==> src/rtl/psum_pool_manager_if.sv <==
// Bundle of request, accumulator-port and status signals between the psum pool
// manager (slave) and the requester/datapath side (master).
interface psum_pool_manager_if #(
  parameter int ADDR_WIDTH  = 8,
  parameter int OP_ID_WIDTH = 8,
  parameter int SEQ2_WIDTH  = 16,
  parameter int NB          = 4
);
  localparam int BW = (NB > 1) ? $clog2(NB) : 1;

  logic                   req_valid;
  logic                   req_ready;
  logic [ADDR_WIDTH-1:0]  seq1;
  logic [SEQ2_WIDTH-1:0]  seq2;
  logic [OP_ID_WIDTH-1:0] operation_id;
  logic                   stall;
  logic                   req_err;
  logic [OP_ID_WIDTH-1:0] req_err_id;
  logic                   mac_ready;
  logic                   rd_valid;
  logic [BW-1:0]          rd_bank;
  logic [ADDR_WIDTH-1:0]  rd_addr;
  logic                   first_pass;
  logic                   wr_valid;
  logic [BW-1:0]          wr_bank;
  logic [ADDR_WIDTH-1:0]  wr_addr;
  logic                   op_done;
  logic [OP_ID_WIDTH-1:0] op_done_id;
  logic [NB-1:0]          busy_mask;

  modport master (
    output req_valid, seq1, seq2, operation_id, mac_ready,
    input  req_ready, stall, req_err, req_err_id, rd_valid, rd_bank, rd_addr,
           first_pass, wr_valid, wr_bank, wr_addr, op_done, op_done_id, busy_mask
  );

  modport slave (
    input  req_valid, seq1, seq2, operation_id, mac_ready,
    output req_ready, stall, req_err, req_err_id, rd_valid, rd_bank, rd_addr,
           first_pass, wr_valid, wr_bank, wr_addr, op_done, op_done_id, busy_mask
  );
endinterface

==> src/rtl/psum_pool_manager.sv <==
// Pool of small/big psum banks: allocates one bank per operation and round-robin
// shares the accumulator read/write port among all active operations.
module psum_pool_manager #(
  parameter int ADDR_WIDTH      = 8,
  parameter int OP_ID_WIDTH     = 8,
  parameter int SEQ2_WIDTH      = 16,
  parameter int NUM_SMALL_BANKS = 2,
  parameter int NUM_BIG_BANKS   = 2,
  parameter int SMALL_DEPTH     = 16,
  parameter int BIG_DEPTH       = 255,
  parameter int SPILL_EN        = 1
) (
  input logic               clk,
  input logic               reset,
  psum_pool_manager_if.slave bus
);
  localparam int NB = NUM_SMALL_BANKS + NUM_BIG_BANKS;
  localparam int BW = (NB > 1) ? $clog2(NB) : 1;
  localparam logic [ADDR_WIDTH-1:0] SMALL_LIM = ADDR_WIDTH'(SMALL_DEPTH);
  localparam logic [ADDR_WIDTH-1:0] BIG_LIM   = ADDR_WIDTH'(BIG_DEPTH);
  localparam logic [BW-1:0]         LAST_BANK = BW'(NB - 1);

  logic [NB-1:0]          r_busy;
  logic [NB-1:0]          r_drain;
  logic [OP_ID_WIDTH-1:0] r_tag    [NB];
  logic [ADDR_WIDTH-1:0]  r_len    [NB];
  logic [ADDR_WIDTH-1:0]  r_addr   [NB];
  logic [SEQ2_WIDTH-1:0]  r_passes [NB];
  logic [SEQ2_WIDTH-1:0]  r_pass   [NB];
  logic [BW-1:0]          r_ptr;
  logic                   r_wr_valid;
  logic [BW-1:0]          r_wr_bank;
  logic [ADDR_WIDTH-1:0]  r_wr_addr;
  logic                   r_done;
  logic [OP_ID_WIDTH-1:0] r_done_id;
  logic                   r_req_err;
  logic [OP_ID_WIDTH-1:0] r_req_err_id;

  logic                   w_illegal;
  logic                   w_small_req;
  logic                   w_small_found;
  logic [BW-1:0]          w_small_idx;
  logic                   w_big_found;
  logic [BW-1:0]          w_big_idx;
  logic                   w_alloc_ok;
  logic [BW-1:0]          w_alloc_idx;
  logic                   w_req_ready;
  logic                   w_accept;
  logic                   w_alloc;
  logic                   w_reject;
  logic [NB-1:0]          w_elig;
  logic                   w_grant;
  logic [BW-1:0]          w_gidx;
  logic [ADDR_WIDTH-1:0]  w_rd_addr;
  logic                   w_first;
  logic                   w_addr_last;
  logic                   w_pass_last;
  logic                   w_final;
  logic [BW-1:0]          w_next_ptr;
  int                     v_j;

  // Request legality and size class.
  always_comb begin
    w_illegal   = (bus.seq1 == {ADDR_WIDTH{1'b0}}) || (bus.seq1 > BIG_LIM) ||
                  (bus.seq2 == {SEQ2_WIDTH{1'b0}});
    w_small_req = (bus.seq1 <= SMALL_LIM);
  end

  // Lowest-index free bank within each class, from the registered busy mask.
  always_comb begin
    w_small_found = 1'b0;
    w_small_idx   = {BW{1'b0}};
    w_big_found   = 1'b0;
    w_big_idx     = {BW{1'b0}};
    for (int i = 0; i < NUM_SMALL_BANKS; i++) begin
      if (!w_small_found && !r_busy[i]) begin
        w_small_found = 1'b1;
        w_small_idx   = BW'(i);
      end else begin
        w_small_found = w_small_found;
      end
    end
    for (int i = NUM_SMALL_BANKS; i < NB; i++) begin
      if (!w_big_found && !r_busy[i]) begin
        w_big_found = 1'b1;
        w_big_idx   = BW'(i);
      end else begin
        w_big_found = w_big_found;
      end
    end
  end

  // Bank choice for a legal request, with optional spill of small ops into big banks.
  always_comb begin
    w_alloc_ok  = 1'b0;
    w_alloc_idx = {BW{1'b0}};
    if (w_illegal) begin
      w_alloc_ok = 1'b0;
    end else if (w_small_req && w_small_found) begin
      w_alloc_ok  = 1'b1;
      w_alloc_idx = w_small_idx;
    end else if (w_small_req && (SPILL_EN != 0) && w_big_found) begin
      w_alloc_ok  = 1'b1;
      w_alloc_idx = w_big_idx;
    end else if (!w_small_req && w_big_found) begin
      w_alloc_ok  = 1'b1;
      w_alloc_idx = w_big_idx;
    end else begin
      w_alloc_ok = 1'b0;
    end
  end

  // Illegal requests are always taken so they can be reported.
  always_comb begin
    w_req_ready = !reset && (w_illegal || w_alloc_ok);
    w_accept    = bus.req_valid && w_req_ready;
    w_alloc     = w_accept && !w_illegal;
    w_reject    = w_accept && w_illegal;
  end

  // Round-robin grant over busy, non-draining banks starting at the pointer.
  always_comb begin
    w_elig  = r_busy & ~r_drain;
    w_grant = 1'b0;
    w_gidx  = {BW{1'b0}};
    v_j     = 0;
    if (bus.mac_ready && !reset) begin
      for (int k = 0; k < NB; k++) begin
        v_j = int'(r_ptr) + k;
        if (v_j >= NB) begin
          v_j = v_j - NB;
        end else begin
          v_j = v_j;
        end
        if (!w_grant && w_elig[v_j]) begin
          w_grant = 1'b1;
          w_gidx  = BW'(v_j);
        end else begin
          w_grant = w_grant;
        end
      end
    end else begin
      w_grant = 1'b0;
    end
  end

  // Read-side attributes of the granted access.
  always_comb begin
    w_addr_last = (r_addr[w_gidx] == r_len[w_gidx] - ADDR_WIDTH'(1));
    w_pass_last = (r_pass[w_gidx] == r_passes[w_gidx] - SEQ2_WIDTH'(1));
    w_next_ptr  = (w_gidx == LAST_BANK) ? {BW{1'b0}} : w_gidx + BW'(1);
    if (w_grant) begin
      w_rd_addr = r_addr[w_gidx];
      w_first   = (r_pass[w_gidx] == {SEQ2_WIDTH{1'b0}});
      w_final   = w_addr_last && w_pass_last;
    end else begin
      w_rd_addr = {ADDR_WIDTH{1'b0}};
      w_first   = 1'b0;
      w_final   = 1'b0;
    end
  end

  // Pipeline, status and per-bank state.
  always_ff @(posedge clk) begin
    if (reset) begin
      r_busy       <= {NB{1'b0}};
      r_drain      <= {NB{1'b0}};
      r_ptr        <= {BW{1'b0}};
      r_wr_valid   <= 1'b0;
      r_wr_bank    <= {BW{1'b0}};
      r_wr_addr    <= {ADDR_WIDTH{1'b0}};
      r_done       <= 1'b0;
      r_done_id    <= {OP_ID_WIDTH{1'b0}};
      r_req_err    <= 1'b0;
      r_req_err_id <= {OP_ID_WIDTH{1'b0}};
      for (int i = 0; i < NB; i++) begin
        r_tag[i]    <= {OP_ID_WIDTH{1'b0}};
        r_len[i]    <= {ADDR_WIDTH{1'b0}};
        r_addr[i]   <= {ADDR_WIDTH{1'b0}};
        r_passes[i] <= {SEQ2_WIDTH{1'b0}};
        r_pass[i]   <= {SEQ2_WIDTH{1'b0}};
      end
    end else begin
      r_wr_valid   <= w_grant;
      r_wr_bank    <= w_gidx;
      r_wr_addr    <= w_rd_addr;
      r_done       <= w_final;
      r_done_id    <= w_final ? r_tag[w_gidx] : {OP_ID_WIDTH{1'b0}};
      r_req_err    <= w_reject;
      r_req_err_id <= w_reject ? bus.operation_id : {OP_ID_WIDTH{1'b0}};
      if (w_grant) begin
        r_ptr <= w_next_ptr;
      end
      // A bank being freed is still busy in the mask seen by this cycle's request.
      for (int i = 0; i < NB; i++) begin
        if (w_alloc && (w_alloc_idx == BW'(i))) begin
          r_busy[i]   <= 1'b1;
          r_drain[i]  <= 1'b0;
          r_tag[i]    <= bus.operation_id;
          r_len[i]    <= bus.seq1;
          r_passes[i] <= bus.seq2;
          r_addr[i]   <= {ADDR_WIDTH{1'b0}};
          r_pass[i]   <= {SEQ2_WIDTH{1'b0}};
        end else if (r_done && (r_wr_bank == BW'(i))) begin
          r_busy[i]  <= 1'b0;
          r_drain[i] <= 1'b0;
        end else if (w_grant && (w_gidx == BW'(i))) begin
          if (w_final) begin
            r_drain[i] <= 1'b1;
          end
          if (w_addr_last) begin
            r_addr[i] <= {ADDR_WIDTH{1'b0}};
            r_pass[i] <= r_pass[i] + SEQ2_WIDTH'(1);
          end else begin
            r_addr[i] <= r_addr[i] + ADDR_WIDTH'(1);
          end
        end
      end
    end
  end

  assign bus.req_ready  = w_req_ready;
  assign bus.stall      = bus.req_valid && !w_req_ready && !reset;
  assign bus.req_err    = r_req_err;
  assign bus.req_err_id = r_req_err_id;
  assign bus.rd_valid   = w_grant;
  assign bus.rd_bank    = w_gidx;
  assign bus.rd_addr    = w_rd_addr;
  assign bus.first_pass = w_first;
  assign bus.wr_valid   = r_wr_valid;
  assign bus.wr_bank    = r_wr_bank;
  assign bus.wr_addr    = r_wr_addr;
  assign bus.op_done    = r_done;
  assign bus.op_done_id = r_done_id;
  assign bus.busy_mask  = r_busy;
endmodule

==> src/flat_wrapper.sv <==
// flat-port wrapper written by rule: the top's interface ports become plain ports
module psum_pool_manager_flat 
#(
  parameter int ADDR_WIDTH      = 8,
  parameter int OP_ID_WIDTH     = 8,
  parameter int SEQ2_WIDTH      = 16,
  parameter int NUM_SMALL_BANKS = 2,
  parameter int NUM_BIG_BANKS   = 2,
  parameter int SMALL_DEPTH     = 16,
  parameter int BIG_DEPTH       = 255,
  parameter int SPILL_EN        = 1
)
  (clk, reset, bus_req_valid, bus_seq1, bus_seq2, bus_operation_id, bus_mac_ready, bus_req_ready, bus_stall, bus_req_err, bus_req_err_id, bus_rd_valid, bus_rd_bank, bus_rd_addr, bus_first_pass, bus_wr_valid, bus_wr_bank, bus_wr_addr, bus_op_done, bus_op_done_id, bus_busy_mask);
  psum_pool_manager_if #(.ADDR_WIDTH(ADDR_WIDTH), .OP_ID_WIDTH(OP_ID_WIDTH), .SEQ2_WIDTH(SEQ2_WIDTH), .NB((4))) bus_i ();
  input logic clk;
  input logic reset;
  input wire logic [$bits(bus_i.req_valid)-1:0] bus_req_valid;
  input wire logic [$bits(bus_i.seq1)-1:0] bus_seq1;
  input wire logic [$bits(bus_i.seq2)-1:0] bus_seq2;
  input wire logic [$bits(bus_i.operation_id)-1:0] bus_operation_id;
  input wire logic [$bits(bus_i.mac_ready)-1:0] bus_mac_ready;
  output wire logic [$bits(bus_i.req_ready)-1:0] bus_req_ready;
  output wire logic [$bits(bus_i.stall)-1:0] bus_stall;
  output wire logic [$bits(bus_i.req_err)-1:0] bus_req_err;
  output wire logic [$bits(bus_i.req_err_id)-1:0] bus_req_err_id;
  output wire logic [$bits(bus_i.rd_valid)-1:0] bus_rd_valid;
  output wire logic [$bits(bus_i.rd_bank)-1:0] bus_rd_bank;
  output wire logic [$bits(bus_i.rd_addr)-1:0] bus_rd_addr;
  output wire logic [$bits(bus_i.first_pass)-1:0] bus_first_pass;
  output wire logic [$bits(bus_i.wr_valid)-1:0] bus_wr_valid;
  output wire logic [$bits(bus_i.wr_bank)-1:0] bus_wr_bank;
  output wire logic [$bits(bus_i.wr_addr)-1:0] bus_wr_addr;
  output wire logic [$bits(bus_i.op_done)-1:0] bus_op_done;
  output wire logic [$bits(bus_i.op_done_id)-1:0] bus_op_done_id;
  output wire logic [$bits(bus_i.busy_mask)-1:0] bus_busy_mask;
  assign bus_i.req_valid = bus_req_valid;
  assign bus_i.seq1 = bus_seq1;
  assign bus_i.seq2 = bus_seq2;
  assign bus_i.operation_id = bus_operation_id;
  assign bus_i.mac_ready = bus_mac_ready;
  assign bus_req_ready = bus_i.req_ready;
  assign bus_stall = bus_i.stall;
  assign bus_req_err = bus_i.req_err;
  assign bus_req_err_id = bus_i.req_err_id;
  assign bus_rd_valid = bus_i.rd_valid;
  assign bus_rd_bank = bus_i.rd_bank;
  assign bus_rd_addr = bus_i.rd_addr;
  assign bus_first_pass = bus_i.first_pass;
  assign bus_wr_valid = bus_i.wr_valid;
  assign bus_wr_bank = bus_i.wr_bank;
  assign bus_wr_addr = bus_i.wr_addr;
  assign bus_op_done = bus_i.op_done;
  assign bus_op_done_id = bus_i.op_done_id;
  assign bus_busy_mask = bus_i.busy_mask;
  psum_pool_manager #(.ADDR_WIDTH(ADDR_WIDTH), .OP_ID_WIDTH(OP_ID_WIDTH), .SEQ2_WIDTH(SEQ2_WIDTH), .NUM_SMALL_BANKS(NUM_SMALL_BANKS), .NUM_BIG_BANKS(NUM_BIG_BANKS), .SMALL_DEPTH(SMALL_DEPTH), .BIG_DEPTH(BIG_DEPTH), .SPILL_EN(SPILL_EN)) u_core (.clk(clk), .reset(reset), .bus(bus_i));
endmodule
==> config.mk <==
export PLATFORM = sky130hd
export DESIGN_NAME = psum_pool_manager_flat
export DESIGN_NICKNAME = d
export VERILOG_FILES = /design/src/rtl/psum_pool_manager_if.sv /design/src/rtl/psum_pool_manager.sv /design/src/flat_wrapper.sv
export SDC_FILE = /design/constraint.sdc
export NUM_CORES = 1
export LEC_CHECK = 0
export ABC_AREA = 1
export BUFFER_PORTS_ARGS = -buffer_cell sky130_fd_sc_hd__buf_2
export CELL_PAD_IN_SITES_DETAIL_PLACEMENT = 0
export CELL_PAD_IN_SITES_GLOBAL_PLACEMENT = 1
export CORE_MARGIN = 2
export CORE_UTILIZATION = 51
export DETAILED_ROUTE_END_ITERATION = 10
export PLACE_DENSITY_LB_ADDON = 0.1
export SLEW_MARGIN = 40
export SYNTH_ARGS = -nofsm -noshare
export SYNTH_HDL_FRONTEND = slang
export SYNTH_SLANG_ARGS = --single-unit
==> constraint.sdc <==
create_clock -name clk -period 7.7 [get_ports clk]
set_input_delay 0.385 -clock clk [delete_from_list [all_inputs] [get_ports clk]]
set_output_delay 0.385 -clock clk [all_outputs]
set_load 0.02 [all_outputs]
==> qor.csv <==
stage;metric;value;unit
routing;via/cell ratio;5.33;
routing;DR WL/cell;17.2;um
placed_design;dpl hpwl;26400;um
worst_setup_path;crit-path cells;clkinv_2 -> nand3_1 -> nand3_2 -> nand2_2 -> nor2_1 -> nor2_1 -> nand2_4 -> nand3_4 -> buf_4 -> nand2_1 -> o211ai_1 -> nand2_2 -> ha_1 -> xor2_1 -> nor2_1 -> nand3_1 -> nor2_2 -> nand2_2 -> nor2_8 -> nand2_4 -> nand2_1;
placed_design;I/O Buffers;82;
routing;TritonRoute pass-1 iters;5;
yosys;largest cells by area after synthesis;edfxtp_1 46%, nand2_1 12%, nor2_1 7.2%, nand3_1 5.4%, dfxtp_1 5.4%;
sta;fmax;191;MHz
placed_design;DP Area;15300;sq um
die;full die area;30000;sq um
yosys;post-synthesis cell area;14600;sq um
cts;Skew-Pair Late Insertion Delay;0.56;ns
routing;WL final;38200;um
worst_setup_path;Worst Path Arrival;5.42;ns
worst_setup_path;max incr delay on CP;0.61;ns
yosys;Yosys reg bits;263;
worst_setup_path;slowest cell on the critical path;nand2_1;
final_layout;Layout Cell Area excl Fill;16200;sq um
global_route;grt total ovfl;0;
sta;fin crit share;68.0;%
yosys;Cell variety after synth;43;
worst_setup_path;CP delay by family, top;simple AND/OR/NAND/NOR gates;
sta;worst slew pin tran;0.920;ns
yosys;post-synthesis sequential area ratio;51.5;%
sta;skew final;0.0120;ns
cts;setup bufs post-CTS;0;
routing;Final ANT Viol Nets;0;
final_layout;FILL cells;2580;
worst_setup_path;Buf/Inv on CP;2;
routing;Vias;11800;
flow_run;# Max-Cap Violations;0;
run_status;outcome;finished, final reports clean;
final_layout;Seq. cell area;7510;sq um
placed_design;pre-CTS WS;2.22;ns
min_path;Worst Hold Launch;bus_operation_id[5];
sta;fin crit period;5.23;ns
yosys;top_reg_cell synth;edfxtp_1;
global_route;antenna violations before repair;2;
sta;final setup vio count;0;
final_layout;share of cells above drive strength 1;12.5;%
die;Die Wd;173;um
routing;DRC;0;
cts;H-Tree Depth;1;
sta;setup_tns;0;ns
cts;clk slew on worst S/H paths;0.06;ns
cts;Longest Clk Path Bufs;3;
cts;total CTS buffers;30;
worst_setup_path;reg2reg setup slack;2.47;ns
sta;final hold vios;0;
final_layout;P&R area growth vs syn;11.4;%
yosys;top cell type's share of synthesized area;46.1;%
sta;worst rel slew slack;38.2;%
cts;Root Buffer;clkbuf_16;
final_layout;commonest non-fill, non-tap cell in the layout;nand2_1;
global_route;first-pass GRT wire length;61000;um
die;Starting Density;52.1;%
yosys;syn avg cell area;8.34;sq um
pwr;peak supply drop;0.201;mV
worst_setup_path;critical path endpoint category;flop;
worst_setup_path;Startpoint Class;flop;
global_route;largest net degree at the start of global routing;76;
sta;PnR worst setup slack;2.47;ns
pwr;cell leakage power;7.15;nW
yosys;Synth area leader;edfxtp_1;
global_route;GRT Total Usage;25.7;%
cts;hold_buf cts;0;
final_layout;final net count;1868;
sta;final slew viol count;0;
pwr;PwrDens;271;nW/um^2
cts;CTS sink cnt;263;
die;core area;28000;sq um
yosys;synth warn;0;
final_layout;area of the multi-input gates;6090;sq um
worst_setup_path;critical register-to-register path startpoint;u_core.r_ptr[0];
routing;iteration-0 DRC count of the detailed router;926;
worst_setup_path;Setup crit start;u_core.r_ptr[0];
final_layout;commonest cells after routing, fill and taps aside;457 x nand2_1, 279 x nor2_1, 224 x edfxtp_1;
worst_setup_path;data required time at the worst endpoint;7.89;ns
worst_setup_path;CP Class;flop to flop;
die;IO Pins;83;
min_path;HP Class;input pin to flop;
yosys;ys async rst share;0;%
die;row count;61;
worst_setup_path;worst-path maximum fanout;71;
yosys;Post-synth EDFFs;224;
global_route;vias in the first global route;11300;
die;chip height;173;um
sta;RSZ-0062 raised after global routing;no;
placed_design;GP Congestion;0.871;
yosys;Mapped Cells;1748;
cts;clock tree from TritonCTS;built;
cts;CTS resizes;0;
[layout make-up]
class	instances	area share, %
Antenna cell	1	0.0154
Clock buffer	36	4.89
Clock inverter	20	0.970
Inverter	177	4.11
Multi-Input combinational cell	1246	37.5
Sequential cell	263	46.2
Tap cell	378	2.91
Timing Repair Buffer	100	3.43
[worst reg2reg max path, cell delays in order, from the launching register on]
cell,delay [ns]
dfxtp_1,0.51
clkinv_2,0.20
nand3_1,0.15
nand3_2,0.09
nand2_2,0.12
nor2_1,0.06
nor2_1,0.16
nand2_4,0.33
nand3_4,0.21
buf_4,0.58
nand2_1,0.13
o211ai_1,0.13
nand2_2,0.13
ha_1,0.32
xor2_1,0.16
nor2_1,0.12
nand3_1,0.09
nor2_2,0.14
nand2_2,0.11
nor2_8,0.28
nand2_4,0.24
nand2_1,0.61
[registers in the layout, indices dropped and copies added (netlist names)]
| register | cells |
|---|---|
| u_core.bus.busy_mask | 4 |
| u_core.bus.op_done | 1 |
| u_core.bus.op_done_id | 8 |
| u_core.bus.req_err | 1 |
| u_core.bus.req_err_id | 8 |
| u_core.bus.wr_addr | 8 |
| u_core.bus.wr_bank | 2 |
| u_core.bus.wr_valid | 1 |
| u_core.r_addr | 32 |
| u_core.r_drain | 4 |
| u_core.r_len | 32 |
| u_core.r_pass | 64 |
| u_core.r_passes | 64 |
| u_core.r_ptr | 2 |
| u_core.r_tag | 32 |
[layer usage]
layer,global-route usage (%),part of all wire [%],up-vias
met5,0,0.034,-
met4,8.47,3.0,2
met3,4.09,6.7,74
met2,41.9,46,352
met1,35.0,44,5542
li1,-,-,5868
[power by group]
| group | internal (W) | total (W) | switching (W) | leakage [nW] |
|---|---|---|---|---|
| clock | 0.000801 | 0.00137 | 0.000567 | 0.472 |
| sequential | 0.00165 | 0.00171 | 0.0000635 | 2.64 |
| combinational | 0.000376 | 0.00133 | 0.000955 | 4.04 |
| total | 0.00282 | 0.00441 | 0.00159 | 7.15 |
[worst paths after layout]
kind,cells past startpoint,endpoint
max,21,u_core.r_pass[3][0]
min,3,u_core.bus.req_err_id[5]
max reg2reg,21,u_core.r_pass[3][0]
min reg2reg,2,u_core.r_drain[1]
[cells by family (layout without fill, tap and decap cells)]
group | count (synthesis) | after routing | synth area share [%]
and+or+nand+nor | 1058 | 1058 | 31.8
other | 1 | 7 | 0.0257
muxes | 8 | 8 | 0.618
DFF | 263 | 263 | 51.5
xor gates and xnor gates | 76 | 76 | 4.56
buffers and inverters | 244 | 333 | 7.11
adders and majority gates | 14 | 14 | 1.20
AOI/OAI and AO/OA | 84 | 84 | 3.26
[synth_stat cells, drive strengths merged, types with 2 or more instances]
master / number
nand2: 469
or2: 9
nand3: 164
nor3: 27
xor2: 54
ha: 14
o31ai: 2
o211ai: 14
clkinv: 2
a21oi: 37
nor4: 9
nand4: 56
nor2: 319
buf: 46
mux2: 8
edfxtp: 224
dfxtp: 39
o21ai: 26
clkbuf: 21
xnor2: 22
nand3b: 3
a32oi: 3
inv: 175
[stage by stage]
step	total power [W]	hold WS (ns)	utilization (%)	cells
5_1_grt	0.00467	0.127	58.0	2220
3_3_place_gp	0.00304	0.463	54.5	2163
4_1_cts	0.00442	0.100	57.9	2219
6_report	0.00441	0.113	58.0	2221
3_5_place_dp	0.00306	0.465	54.5	2163
2_1_floorplan	0.00272	0.447	-	1753
Power figures use the tool's default switching activity.
